[src/rtl/masked_mul_scheduler_pkg.sv]
// Shared types and sizing helpers for the masked multiplier scheduler.
package masked_mul_scheduler_pkg;

  localparam int DEF_NUM_SHARES = 3;
  localparam int DEF_BIT_WIDTH  = 1;

  // Number of share pairs (i<j) that each need one fresh randomness bit.
  function automatic int num_quad(input int num_shares);
    return (num_shares * (num_shares - 1)) / 2;
  endfunction

  // Width of a requester index; a single requester still needs one bit.
  function automatic int req_id_width(input int num_req);
    return (num_req < 2) ? 1 : $clog2(num_req);
  endfunction

  localparam int DEF_NUM_QUAD = num_quad(DEF_NUM_SHARES);

  // Operand type: one masked value split into shares.
  typedef logic [DEF_NUM_SHARES-1:0][DEF_BIT_WIDTH-1:0] T;

  // Randomness for one product: r in the low half, p in the high half.
  typedef logic [DEF_NUM_QUAD-1:0][DEF_BIT_WIDTH-1:0] quad_t;
  typedef struct packed {
    quad_t p;
    quad_t r;
  } rand_word_t;

endpackage

[src/rtl/masked_mul_scheduler_rr_arbiter.sv]
// Round-robin arbiter: picks the first request at or after ptr, wrapping.
module rr_arbiter
  import masked_mul_scheduler_pkg::*;
#(
  parameter int NUM_REQ = 2,
  parameter int ID_W    = req_id_width(NUM_REQ)
) (
  input  logic [NUM_REQ-1:0] req,
  input  logic               enable,
  input  logic [ID_W-1:0]    ptr,
  output logic [NUM_REQ-1:0] grant,
  output logic [ID_W-1:0]    grant_idx
);

  // Search the upper part [ptr..N-1] first, then wrap to the lowest request.
  always_comb begin
    logic                found;
    logic [NUM_REQ-1:0]  hit;
    logic [ID_W-1:0]     idx;
    found = 1'b0;
    hit   = '0;
    idx   = '0;
    for (int i = 0; i < NUM_REQ; i++) begin
      if (!found && req[i] && (i >= int'(ptr))) begin
        found  = 1'b1;
        hit[i] = 1'b1;
        idx    = ID_W'(i);
      end
    end
    for (int i = 0; i < NUM_REQ; i++) begin
      if (!found && req[i]) begin
        found  = 1'b1;
        hit[i] = 1'b1;
        idx    = ID_W'(i);
      end
    end
    grant     = enable ? hit : '0;
    grant_idx = (enable && found) ? idx : '0;
  end

endmodule

[src/rtl/masked_mul_scheduler.sv]
// Shares one masked multiplier among several requesters, binding a fresh
// randomness word to every issued product and tagging results with the owner.
module masked_mul_scheduler
  import masked_mul_scheduler_pkg::*;
#(
  parameter int NUM_SHARES  = 3,
  parameter int BIT_WIDTH   = 1,
  parameter int NUM_REQ     = 2,
  parameter int MUL_LATENCY = 1
) (
  input  logic                                              in_clock,
  input  logic                                              in_reset,
  input  logic [NUM_REQ-1:0]                                in_req_valid,
  input  logic [NUM_REQ-1:0][NUM_SHARES-1:0][BIT_WIDTH-1:0] in_req_a,
  input  logic [NUM_REQ-1:0][NUM_SHARES-1:0][BIT_WIDTH-1:0] in_req_b,
  output logic [NUM_REQ-1:0]                                out_req_ready,
  input  logic                                              in_rand_valid,
  input  logic [2*num_quad(NUM_SHARES)*BIT_WIDTH-1:0]       in_rand,
  output logic                                              out_rand_ready,
  output logic [NUM_SHARES-1:0][BIT_WIDTH-1:0]              out_mul_a,
  output logic [NUM_SHARES-1:0][BIT_WIDTH-1:0]              out_mul_b,
  output logic [num_quad(NUM_SHARES)-1:0][BIT_WIDTH-1:0]    out_mul_r,
  output logic [num_quad(NUM_SHARES)-1:0][BIT_WIDTH-1:0]    out_mul_p,
  input  logic [NUM_SHARES-1:0][BIT_WIDTH-1:0]              in_mul_c,
  output logic                                              out_rsp_valid,
  output logic [req_id_width(NUM_REQ)-1:0]                  out_rsp_id,
  output logic [NUM_SHARES-1:0][BIT_WIDTH-1:0]              out_rsp_c,
  output logic                                              out_busy
);

  localparam int NUM_QUAD = num_quad(NUM_SHARES);
  localparam int ID_W     = req_id_width(NUM_REQ);
  localparam int DEPTH    = MUL_LATENCY + 1;
  localparam int RW       = NUM_QUAD * BIT_WIDTH;

  logic [NUM_REQ-1:0]          grant;
  logic [ID_W-1:0]             grant_idx;
  logic [ID_W-1:0]             ptr;
  logic                        issue;
  logic [DEPTH-1:0]            tag_vld;
  logic [DEPTH-1:0][ID_W-1:0]  tag_id;

  rr_arbiter #(
    .NUM_REQ (NUM_REQ),
    .ID_W    (ID_W)
  ) u_arb (
    .req       (in_req_valid),
    .enable    (in_rand_valid),
    .ptr       (ptr),
    .grant     (grant),
    .grant_idx (grant_idx)
  );

  // A product issues only when a requester and a randomness word meet.
  assign issue          = |grant;
  assign out_req_ready  = grant;
  assign out_rand_ready = issue;

  // Round-robin pointer advances past the winner so it yields next time.
  always_ff @(posedge in_clock or negedge in_reset) begin
    if (!in_reset) begin
      ptr <= '0;
    end else if (issue) begin
      ptr <= (grant_idx == ID_W'(NUM_REQ - 1)) ? '0 : grant_idx + 1'b1;
    end
  end

  // Multiplier inputs: load on issue, otherwise flush to zero so no share
  // of a previous operand lingers on the datapath.
  always_ff @(posedge in_clock or negedge in_reset) begin
    if (!in_reset) begin
      out_mul_a <= '0;
      out_mul_b <= '0;
      out_mul_r <= '0;
      out_mul_p <= '0;
    end else if (issue) begin
      out_mul_a <= in_req_a[grant_idx];
      out_mul_b <= in_req_b[grant_idx];
      out_mul_r <= in_rand[RW-1:0];
      out_mul_p <= in_rand[2*RW-1:RW];
    end else begin
      out_mul_a <= '0;
      out_mul_b <= '0;
      out_mul_r <= '0;
      out_mul_p <= '0;
    end
  end

  // Tag pipeline follows each product through the multiplier latency.
  always_ff @(posedge in_clock or negedge in_reset) begin
    if (!in_reset) begin
      tag_vld <= '0;
      tag_id  <= '0;
    end else begin
      tag_vld[0] <= issue;
      tag_id[0]  <= grant_idx;
      for (int s = 1; s < DEPTH; s++) begin
        tag_vld[s] <= tag_vld[s-1];
        tag_id[s]  <= tag_id[s-1];
      end
    end
  end

  assign out_rsp_valid = tag_vld[DEPTH-1];
  assign out_rsp_id    = tag_id[DEPTH-1];
  assign out_rsp_c     = in_mul_c;
  assign out_busy      = |tag_vld;

endmodule
[config.mk]
export PLATFORM = sky130hd
export DESIGN_NAME = masked_mul_scheduler
export DESIGN_NICKNAME = d
export VERILOG_FILES = /design/src/rtl/masked_mul_scheduler_pkg.sv /design/src/rtl/masked_mul_scheduler_rr_arbiter.sv /design/src/rtl/masked_mul_scheduler.sv
export SDC_FILE = /design/constraint.sdc
export NUM_CORES = 1
export LEC_CHECK = 0
export BUFFER_PORTS_ARGS = -buffer_cell sky130_fd_sc_hd__buf_2
export CAP_MARGIN = 20
export CORE_MARGIN = 2
export CORE_UTILIZATION = 44
export CTS_BUF_LIST = sky130_fd_sc_hd__clkbuf_2
export DETAILED_ROUTE_END_ITERATION = 8
export HOLD_SLACK_MARGIN = 0.1
export PLACE_DENSITY = 0.84
export SYNTH_ARGS = -nofsm -noshare
export SYNTH_HDL_FRONTEND = slang
export SYNTH_SLANG_ARGS = --single-unit
[constraint.sdc]
create_clock -name in_clock -period 1.4 [get_ports in_clock]
set_input_delay 0.28 -clock in_clock [delete_from_list [all_inputs] [get_ports in_clock]]
set_output_delay 0.28 -clock in_clock [all_outputs]
set_load 0.005 [all_outputs]
### Word-level counts from Yosys, hierarchy flattened

Index checks and enable logic that the tools add are counted.

| storage, ports and cells | value |
|---|---|
| bits in writable memories | 0 |
| bits in latches | 0 |
| word-level logic and storage cells | 49 |
| flip-flop bits (word level) | 17 |
| ROM bits | 0 |
| memories kept | 0 |

| operators by class | value |
|---|---|
| div/mod/pow operators | 0 |
| eq/ne operators | 0 |
| multipliers | 0 |
| bitwise gates (word level) | 0 |
| add/sub/neg operators | 1 |
| order comparisons | 2 |
| multiplexer cells | 20 |
| reductions and logical operators | 10 |
| shifts and indexed selects | 0 |

Operators by type and width:

| cell | count |
|---|---|
| 3-bit 2-to-1 mux | 8 |
| 1-bit 2-to-1 mux | 11 |
| 1-bit logical AND | 5 |
| 2-bit OR reduction | 2 |
| 1-bit logical NOT | 3 |
| 1-bit by 2-bit less-than comparator with 1-bit output, second input constant | 1 |
| 2-bit 2-to-1 mux | 1 |
| 1-bit adder, second input constant | 1 |
| 1-bit greater-or-equal comparator, first input constant | 1 |

### Longest topological paths before layout

| depth | value |
|---|---|
| depth in word-level cells | 17 |
| depth in mapped cells | 3 |
| depth with buffers taken out | 3 |

### Hierarchy

Synthesis repeated with hierarchy kept, for this count alone.

| second synthesis, totals | value |
|---|---|
| cells, all modules | 50 |
| area, all modules | 641.9 µm² |

By module, submodules not included:

| module | area an instance (µm²) | cells an instance | instances | seq. area each (µm²) |
|---|---|---|---|---|
| masked_mul_scheduler | 615.6 | 44 | 1 | 425.4 |
| rr_arbiter | 26.3 | 6 | 1 | 0.0 |

### Worst setup path before layout

OpenSTA, ideal clock, no wires.

| timing path | value |
|---|---|
| kind | register to output |
| start point | register ptr |
| end point | output port out_req_ready[0] |
| required time | 1120 ps |
| path buffers | 0 |
| path slack | 396 ps |
| data arrival time | 724 ps |
| stages on the path, launching flop included | 4 |
| path through | dfrtp_1 nand2_1 nand2_1 nor2_1 |

| between the ends | value |
|---|---|
| cells in the longest elaborated chain, start to end | 10 |

Ends and longest elaborated chain:

| what | RTL line | text |
|---|---|---|
| start, declared | masked_mul_scheduler.sv:38 | `logic [ID_W-1:0] ptr;` |
| start signal, assigned | masked_mul_scheduler.sv:64 | `ptr <= (grant_idx == ID_W'(NUM_REQ - 1)) ? '0 : grant_idx + 1'b1;` |
| 1-bit greater-or-equal comparator * | masked_mul_scheduler_rr_arbiter.sv:24 | `if (!found && req[i] && (i >= int'(ptr))) begin` |
| 1-bit logical AND * | masked_mul_scheduler_rr_arbiter.sv:24 |  |
| 1-bit 2-to-1 mux * | masked_mul_scheduler_rr_arbiter.sv:24 |  |
| 1-bit logical NOT | masked_mul_scheduler_rr_arbiter.sv:24 |  |
| 1-bit logical AND | masked_mul_scheduler_rr_arbiter.sv:24 |  |
| 1-bit 2-to-1 mux | masked_mul_scheduler_rr_arbiter.sv:24 |  |
| 1-bit logical NOT | masked_mul_scheduler_rr_arbiter.sv:31 | `if (!found && req[i]) begin` |
| 1-bit logical AND | masked_mul_scheduler_rr_arbiter.sv:31 |  |
| 1-bit 2-to-1 mux * | masked_mul_scheduler_rr_arbiter.sv:31 |  |
| 2-bit 2-to-1 mux * | masked_mul_scheduler_rr_arbiter.sv:37 | `grant = enable ? hit : '0;` |
| end, declared | masked_mul_scheduler.sv:16 | `output logic [NUM_REQ-1:0] out_req_ready,` |

Every way passes the cells marked *; elsewhere a longest branch is shown, timed or not.

### Worst setup path in the final report

Same ends and word-level chain as after synthesis.

==> results.yml <==
finish:
  finalNetCount: 130
  nFillCells: 110
  final_cells: 118
  num_antenna_cells: 0
  layout-drive-gt1-share_pct: 55.3
  syn_to_final_growth_pct: 39.4
drt:
  drt-pass1-iter-count: 4
  wl_um: 1360
  wl_per_cell_um: 11.6
  via_per_inst: 4.74
  drc: 0
  ant_nets: 0
  vias: 559
  drt-initial-drc-count: 13
logic_synthesis:
  synth_cells: 58
  syn_nets: 84
  netlist_area_um2: 657
  ys_warn_count: 0
  synth_seq_cells: 17
  postSynthAreaPerCell_um2: 11.3
  synth_top_cell_by_area: "dfrtp_1"
  synth_area_leaders: "dfrtp_1, nand2_1, and2_1, o22ai_1, buf_4"
  ys_seq_area_share_pct: 64.8
  synth_cell_types: 14
  synth_top_area_share_pct: 64.8
timing:
  finalWorstSetupSlack_ns: 0.000979
  worst_pin_slew_ns: 0.357
  final.period_utilization_pct: 99.9
  period_needed_ns: 1.40
  relSlewSlack_pct: 76.2
  fmax_ghz: 0.715
  rsz0062_at_grt: "yes"
  drv_slew: 0
  finalClockSkew_ns: 0.00793
  hold_viol_final: 0
  hold-worst-slack_ns: 0.179
  setup_viol: 0
floorplan:
  die-area_mm2: 0.00182
  core_mm2: 0.00135
  die_h_um: 42.6
  die-width_um: 42.6
  num_rows: 13
  io_pins: 47
  start_util_pct: 48.7
power:
  leakage_uw: 0.000519
  peakVddDrop_uv: 522
  powerDensity_mw_per_mm2: 1030
cts:
  cts.sinks: 17
  cts_max_level: 1
  root_buffer: "clkbuf_2"
  clock_latency_ns: 0.30
  path_clk_slew_ns: 0.15
  cts_made_buffers: 3
  clockBufferDepth: 2
  cts_tree: "yes"
global_routing:
  antenna_found_initial: 0
  grt_max_degree: 18
  grt_pass1_wl_um: 2100
  overflow: 0
  grtUsageTotal_pct: 15.9
  grt_pass1_vias: 492
critical_path:
  arrival_ns: 1.12
  cp.required_ns: 1.12
  timing.rr.start: "ptr"
  cp_max_fo: 7
  startpoint_type: "flip-flop"
  crit_path_end_kind: "output port"
  startpoint: "ptr"
  criticalPathCategory: "flip-flop to output port"
placement:
  dp_cells: 110
  globalplace.congestion: 0.889
  dp_hpwl_um: 1000
  place_ws_ns: 0.258
  portBuffers: 40
hold_path:
  min_path_type: "input port to flip-flop"
  min_from: "in_rand[5]"
flow_run:
  max_cap_violations: 0
outcome:
  outcome: "finished clean"
==> area by class of cell <==
class | count | area, um2 | share of cell area, %
multi-input cells | 35 | 203 | 22.1
inverters | 2 | 7.51 | 0.820
clock buffers | 4 | 20.0 | 2.19
repair buffers | 45 | 240 | 26.2
well taps | 15 | 18.8 | 2.05
flip-flops and latches | 17 | 427 | 46.6
==> synthesized netlist by cell type <==
cell     count
a21oi_1      1
a31oi_1      1
and2_1       6
buf_4        3
buf_6        1
dfrtp_1     17
inv_2        2
nand2_1     14
nor2_1       3
nor2_2       1
nor2_4       1
o21ai_4      1
o22ai_1      6
or2_1        1
==> cells by family (layout without fill, tap and decap cells) <==
group / Yosys count / in the layout / share of synthesized area (%)
DFF: 17 / 17 / 64.8
buffers and inverters: 6 / 51 / 6.29
and+or+nand+nor: 26 / 26 / 19.0
AOI/OAI and AO/OA: 9 / 9 / 9.91
==> per-layer routing <==
layer  wire length (um)  track usage (%)  share of wire (%)  up-vias
met5                  0                0                  0        -
met4                 48             8.75                3.5        0
met3                104             4.74                7.6        7
met2                709             28.2                 52       30
met1                502             16.2                 37      245
li1                   -                -                  -      277
==> critical path, cell delays in order (launching register included) <==
cell,delay (ns)
dfrtp_2,0.47
nand2_2,0.09
nand2_4,0.07
nor2_2,0.07
buf_2,0.11
==> worst paths after layout <==
kind | depth (start not counted) | slack, ns | end
setup / recovery | 4 | 0.001 | out_req_ready[0]
hold / removal | 2 | 0.18 | out_mul_p[2]
setup reg to reg | 3 | 0.44 | out_mul_a[0]
hold reg to reg | 0 | 0.37 | out_rsp_id
max in group asynchronous | 2 | 0.73 | ptr
min in group asynchronous | 2 | 0.40 | ptr
==> layout by cell type, fill, tap and decap left out, types with 2 or more instances in the layout <==
master and count:
buf_2 40, nor2_2 2, buf_4 4, o22ai_1 6, clkbuf_2 4, inv_2 2
nand2_1 12, and2_1 6, dfrtp_1 16, nor2_1 2
==> sequential cells by signal, indices dropped and copies added, names as in the netlist <==
signal and cells:
out_rsp_id 1, out_mul_r 3, tag_id 1, ptr 1, out_mul_a 3, tag_vld 2
out_mul_p 3, out_mul_b 3
==> stage by stage <==
| step | setup TNS, ns | util (%) | power (uW) | area (um2) |
|---|---|---|---|---|
| 5_1_grt | -0.100 | 67.8 | 1000 | 916 |
| 3_3_place_gp | 0 | 62.9 | 696 | 850 |
| 4_1_cts | -0.0122 | 67.0 | 932 | 905 |
| 3_5_place_dp | 0 | 62.9 | 702 | 850 |
| 2_1_floorplan | 0 | - | 622 | 657 |
| 6_report | 0 | 67.8 | 944 | 916 |
==> power by group <==
part / internal (uW) / leakage (uW) / switching [uW]
combinational: 93.2 / 0.000283 / 86.8
clock: 75.7 / 0.0000166 / 145
sequential: 527 / 0.000219 / 16.5
==> repair_timing <==
item / 4_1_cts / 5_1_grt
endpoints found under the hold margin: 17 / 0
cloned: 0 / 0
buffers inserted: 3 / 0
pin swaps: 3 / 1
endpoints found under the setup margin: 2 / 2
gates resized for setup: 1 / 4
hold buffers: 1 / 0
(Power assumes the default switching activity.)
